**src/rtl/stream_mux2_arbiter.sv**
```systemverilog
// rtl/stream_mux2_arbiter.sv - two-input round-robin packet arbiter with a single registered output stage
module stream_mux2_arbiter #(
  parameter int DATA_W = 8
) (
  input  logic              clk,
  input  logic              rst_n,
  input  logic              a_valid,
  input  logic [DATA_W-1:0] a_data,
  input  logic              a_last,
  output logic              a_ready,
  input  logic              b_valid,
  input  logic [DATA_W-1:0] b_data,
  input  logic              b_last,
  output logic              b_ready,
  output logic              out_valid,
  output logic [DATA_W-1:0] out_data,
  output logic              out_last,
  input  logic              out_ready,
  output logic              sel,
  output logic              locked
);

  typedef enum logic [1:0] {
    IDLE   = 2'd0,
    LOCK_A = 2'd1,
    LOCK_B = 2'd2
  } state_e;

  state_e            state_q;
  logic              prio_q;
  logic              out_valid_q;
  logic              out_last_q;
  logic              sel_q;
  logic [DATA_W-1:0] out_data_q;

  logic              load_en;
  logic              grant_vld;
  logic              grant_src;
  logic              a_acc;
  logic              b_acc;
  logic              acc;
  logic              acc_last;
  logic [DATA_W-1:0] acc_data;

  // No skid buffer: a new beat can only enter when the register is empty or draining.
  assign load_en = !out_valid_q || out_ready;

  always_comb begin
    grant_vld = 1'b0;
    grant_src = 1'b0;
    case (state_q)
      LOCK_A: begin
        grant_vld = 1'b1;
        grant_src = 1'b0;
      end
      LOCK_B: begin
        grant_vld = 1'b1;
        grant_src = 1'b1;
      end
      default: begin
        if (a_valid && b_valid) begin
          grant_vld = 1'b1;
          grant_src = prio_q;
        end else if (a_valid) begin
          grant_vld = 1'b1;
          grant_src = 1'b0;
        end else if (b_valid) begin
          grant_vld = 1'b1;
          grant_src = 1'b1;
        end
      end
    endcase
  end

  assign a_ready  = load_en && grant_vld && !grant_src;
  assign b_ready  = load_en && grant_vld && grant_src;
  assign a_acc    = a_valid && a_ready;
  assign b_acc    = b_valid && b_ready;
  assign acc      = a_acc || b_acc;
  assign acc_data = b_acc ? b_data : a_data;
  assign acc_last = b_acc ? b_last : a_last;

  always_ff @(posedge clk or negedge rst_n) begin
    if (!rst_n) begin
      state_q     <= IDLE;
      prio_q      <= 1'b0;
      out_valid_q <= 1'b0;
      out_data_q  <= '0;
      out_last_q  <= 1'b0;
      sel_q       <= 1'b0;
    end else begin
      if (load_en) begin
        out_valid_q <= acc;
      end
      if (acc) begin
        out_data_q <= acc_data;
        out_last_q <= acc_last;
        sel_q      <= b_acc;
        // Finishing a packet hands priority to the other source.
        if (acc_last) begin
          state_q <= IDLE;
          prio_q  <= !b_acc;
        end else begin
          state_q <= b_acc ? LOCK_B : LOCK_A;
        end
      end
    end
  end

  assign out_valid = out_valid_q;
  assign out_data  = out_data_q;
  assign out_last  = out_last_q;
  assign sel       = sel_q;
  assign locked    = (state_q != IDLE);

endmodule

```
**config.mk**
```make
export PLATFORM = sky130hd
export DESIGN_NAME = stream_mux2_arbiter
export DESIGN_NICKNAME = d
export VERILOG_FILES = /design/src/rtl/stream_mux2_arbiter.sv
export SDC_FILE = /design/constraint.sdc
export NUM_CORES = 1
export LEC_CHECK = 0
export CAP_MARGIN = 15
export CORE_UTILIZATION = 30
export DETAILED_ROUTE_END_ITERATION = 8
export PLACE_DENSITY_LB_ADDON = 0.2
export SYNTH_ARGS = -nofsm -noshare
export SYNTH_HDL_FRONTEND = slang
export SYNTH_SLANG_ARGS = --single-unit
```
**constraint.sdc**
```tcl
create_clock -name clk -period 1.9 [get_ports clk]
set_clock_uncertainty 0.05 [all_clocks]
set_input_delay 0.38 -clock clk [delete_from_list [all_inputs] [get_ports clk]]
set_output_delay 0.38 -clock clk [all_outputs]
set_load 0.005 [all_outputs]
```
## After elaboration in Yosys (flattened, before gate mapping)

Index checks and enable logic that the tools add are counted.
Widths: inputs -> output; s select.

- Register bits: 14
- Input bits: 23
- Logic and storage cells: 33

- Equal/unequal tests: 2
- Multiplexer cells: 11
- Reduce and logical (&&, ||, !) cells: 14

Operators with widths:

| cell | count |
|---|---|
| $mux 8 | 1 |
| $mux 1 | 7 |
| $logic_and 1x1->1 | 6 |
| $mux 2 | 2 |
| $logic_not 1->1 | 3 |
| $eq 2x1->1 const B | 1 |
| $eq 2x2->1 const B | 1 |
| $logic_or 1x1->1 | 2 |
| $pmux 1 s2 | 1 |
| $reduce_and 2->1 | 1 |
| $reduce_bool 2->1 | 1 |
| $reduce_or 2->1 | 1 |

## Depth between registers and ports, before layout

- Word-level depth: 9
- Gate-level depth with buffers: 7

## Least setup slack after synthesis

OpenSTA, ideal clock, no wires.

- Path kind: register to register
- From: register state_q[1]
- To: register out_data_q[0] (netlist: out_data[0])
- Setup time: 0.131 ns
- Arrival time: 1.640 ns
- Required time: 1.719 ns
- Slack: 0.079 ns
- Stages on the path, launching flop included: 8
- Buffers on the path: 1
- Period minus slack after synthesis: 1.821 ns
- Cell sequence: dfrtp_1 > inv_1 > ha_1 > and2b_4 > or4_4 > buf_6 > nand2_1 > a31oi_1

- Cells in the longest elaborated chain, start to end: 7
- Elaborated cells on any way between the ends: 13

Ends and longest elaborated chain:

| what | RTL line | source |
|---|---|---|
| from (decl) | 29 | `state_e state_q;` |
| from (signal assigned) | 104 | `state_q <= b_acc ? LOCK_B : LOCK_A;` |
| $eq 2x2->1 / $eq 2x1->1 (equally long branches) | 51 | `case (state_q)` |
| $reduce_or 2->1 (no source line) | -- |  |
| $mux 1 | 51 |  |
| $logic_and 1x1->1 | 75, 76 |  |
| $logic_and 1x1->1, on equally long branches | 76, 75 |  |
| $logic_and 1x1->1, on equally long branches | 78, 77 |  |
| $mux 8 / $logic_or 1x1->1 (equally long branches) | 80, 79 |  |
| to (signal assigned) | 96 | `out_data_q <= acc_data;` |
| to (decl) | 34 | `logic [DATA_W-1:0] out_data_q;` |

Several ways; a longest one is shown, not always the timed one.
A chain may end at the register's enable or synchronous reset.

## Final worst setup path

- From: register state_q[1]
- To: output port a_ready

- Cells in the longest elaborated chain, start to end: 5
- Elaborated cells on any way between the ends: 8

Ends and longest elaborated chain:

| what | RTL line | source |
|---|---|---|
| $eq 2x2->1 / $eq 2x1->1 (equally long branches) | 51 |  |
| $reduce_or 2->1 (no source line) | -- |  |
| $mux 1 | 51 |  |
| $logic_and 1x1->1 | 75 | `assign a_ready = load_en && grant_vld && !grant_src;` |
| $logic_and 1x1->1 (*) | 75 |  |
| to (decl) | 10 | `output logic a_ready,` |

Mark *: on every way between the ends. The rest lies on a longest branch, timed or not.

==> metrics.md <==
| Metric | Value |
|---|---|
| Status | `finished with violations` |
| Failing checks | `setup timing` |
| RSZ-0062 raised after global routing | `true` |
| Initial antenna violation count | `0` |
| CORE AREA | `~2300 um^2` |
| Clk root buf | `clkbuf_4` |
| Worst Path Max Fanout | `3` |
| Antenna viol nets, final | `0` |
| Post-Syn Nets | `110` |
| Sequential share of power | `24.9%` |
| CTS sink cnt | `14` |
| Max Root-Sink Buffers | `2` |
| DRT Pass-1 Iters | `4` |
| Pwr per Cell Area | `1590 nW/um^2` |
| Post-route clock period utilization | `100%` |
| Diodes inserted | `0` |
| Critical path launch point type | `flop` |
| Seq/Total Area, Yosys | `a little under half` |
| Boundary Pins | `37` |
| Fin worst setup slack | `-7.72 ps` |
| Cell variety after synth | `23` |
| Static leakage | `0.590 nW` |
| Post-cts hold buffer count | `0` |
| Drt total wl | `roughly 2000 um` |
| Area grow syn2layout | `75.3%` |
| Critical Path RT | `around 1500 ps` |
| Maximum clock frequency | `524 MHz` |
| Worst-margin pin slew | `about 320 ps` |
| Grt ovf | `0` |
| Worst slack, placed | `-204 ps` |
| Slowest cell on crit path | `dfrtp_1` |
| R2R setup slack | `~30 ps` |
| Setup TNS | `-7.72 ps` |
| Worst path cell trace | `buf_6 > ha_2 > and2b_4 > a31oi_1 > nor2_1 > buf_2` |
| Final cell count without fillers | `approximately 170` |
| Minimum clock period | `approximately 1900 ps` |
| 1st-iter DRT viols | `16` |
| Vias in the first global route | `686` |
| Critical path type | `reg2out` |
| Final core utilization | `about 60%` |
| Initial Utilization | `between 30 and 40%` |
| First-pass GRT wire length | `2990 um` |
| Drt via density | `between 4 and 5` |
| CTS HTree Levels | `1` |
| Cell total after placement | `about 160` |
| Overall Power | `roughly 2.1 mW` |
| Internal power | `about 1.4 mW` |
| Rows | `17` |
| Top-area cell type share of the netlist area | `between 40% and 50%` |
| Clk_lat worst skew | `around 280 ps` |
| DP HPWL | `1430 um` |
| Crit end category | `output port` |
| Setup-failing EPs final | `1` |
| Switch share | `35.6%` |
| # port buffers | `36` |
| Most frequent cells in the layout | `clkdlybuf4s50_1, nand2_1, dfrtp_1, nor2_1, buf_4` |
| Number of synthesized register bits | `14` |
| Die area | `roughly 2800 um^2` |
| Die width | `52.5 um` |
| Clock power frac | `between 10% and 20%` |
| Syn Area/Cell | `around 9 um^2` |
| CTS Buf Count | `3` |
| Synthesis warning total | `0` |
| DRC Markers | `0` |
| Mapped Area | `approximately 760 um^2` |
| Largest vdd supply drop | `between 0.0008 and 0.0009 V` |
| Share of cells above drive strength 1 | `between 20% and 30%` |
| GPL Wtd Cong | `0.763` |
| Final Hold Fails | `0` |
| Clk slew on worst S/H paths | `about 90 ps` |
| Relative slew slack | `roughly four fifths` |
| CTS tree | `done` |
| Final Max Tran Viols | `0` |
| Crit path DAT | `1480 ps` |
| # Max-Cap Violations | `0` |
| Biggest cell delay along the critical path | `between 400 and 500 ps` |
| Commonest non-fill, non-tap cell in the layout | `clkdlybuf4s50_1` |
| Switch Pwr | `roughly 0.76 mW` |
| Pin count of the biggest net entering global routing | `15` |
| HP Class | `in2async` |
| Wirelength per Cell | `12.0 um` |
| Total track usage | `15.0%` |
| Area leader, netlist | `dfrtp_1` |
| Die Y-Extent | `between 50 and 60 um` |
| Vias after detailed routing | `just under 800` |
| Nets@finish | `164` |
| Combinational share of power | `65.0%` |
| Cells after Synth | `85` |
| Synth area leaders | `dfrtp_1, nand2_1, a31oi_1, nor2_1, inv_1` |
==> synth_stat cells <==
cell type	number
and2b_4	1
a211oi_1	1
o211ai_1	1
a21bo_2	1
a221oi_1	1
nor4_4	1
or4_4	1
buf_2	2
dfrtp_1	14
ha_1	2
nor3b_1	1
inv_1	7
o21a_1	1
a21oi_1	1
nand2_1	22
o22ai_2	1
a31oi_1	10
nor2b_4	1
nor2_1	11
buf_6	2
a311o_1	1
nor3_1	1
or2_2	1
==> state kept, by name, indices dropped and copies added, names as in the netlist <==
register,count
out_data,8
state_q,2
out_last,1
out_valid,1
prio_q,1
sel,1
==> power groups by stage <==
stage          combinational, mW  clock [mW]  sequential (mW)
6_report                    1.39       0.215            0.532
4_1_cts                     1.26       0.219            0.531
5_1_grt                     1.53       0.227            0.551
2_1_floorplan              0.606           0            0.541
3_5_place_dp                1.23           0            0.534
3_3_place_gp                1.22           0            0.529
==> area by class of cell <==
type	count	area (um^2)
fillers	217	957
repair buffers	53	494
multi-input cells	60	398
flip-flops and latches	14	350
clock buffers	4	36.3
well taps	28	35.0
inverters	7	26.3
==> worst max-delay path, delay by kind of cell, from the launching register on <==
kind,cells,cell delay [ps]
AOI/OAI and AO/OA,1,40
and+or+nand+nor,2,350
DFF,1,410
adders and majority gates,1,160
buffers and inverters,2,230
==> routing by layer <==
metal	vias to the layer above	track usage (%)	wire, um
li1	394	-	-
met1	369	18.1	847
met2	21	25.5	1010
met3	2	5.51	125
met4	0	2.63	8
met5	-	0	0
==> worst paths after layout <==
| kind | start | end | depth (start not counted) |
|---|---|---|---|
| min in group clk | sel$_DFFE_PN0P_ | sel$_DFFE_PN0P_ | 2 |
| worst max-delay path | state_q[1]$_DFFE_PN0P_ | a_ready | 6 |
| worst max register to register | state_q[1]$_DFFE_PN0P_ | out_data[0]$_DFFE_PN0P_ | 7 |
| worst min register to register | sel$_DFFE_PN0P_ | sel$_DFFE_PN0P_ | 2 |
| max in group asynchronous | rst_n | out_data[0]$_DFFE_PN0P_ | 2 |
| worst min-delay path | rst_n | out_data[7]$_DFFE_PN0P_ | 2 |
==> stage by stage <==
stage	hold slack (ps)	instance area (um^2)
after detailed placement	419	1230
final	362	1340
after global routing	388	1340
after global placement	416	1230
after CTS	376	1280
after floorplan	34.4	764
==> logic make-up (layout without fill, tap and decap cells) <==
logic type	Yosys count	in the layout	share of synthesized area, %
DFF	14	14	45.8
and+or+nand+nor	40	40	26.0
adders and majority gates	2	2	3.27
buffers and inverters	11	64	7.69
AOI/OAI and AO/OA	18	18	17.2
==> timing repair <==
item                                    in CTS  in global routing
pin swaps                                    1                  5
endpoints found under the setup margin       8                 13
resized for setup                           11                 10
setup buffers                                1                  2
gates cloned                                 0                  1
Power figures use the tool's default switching activity.
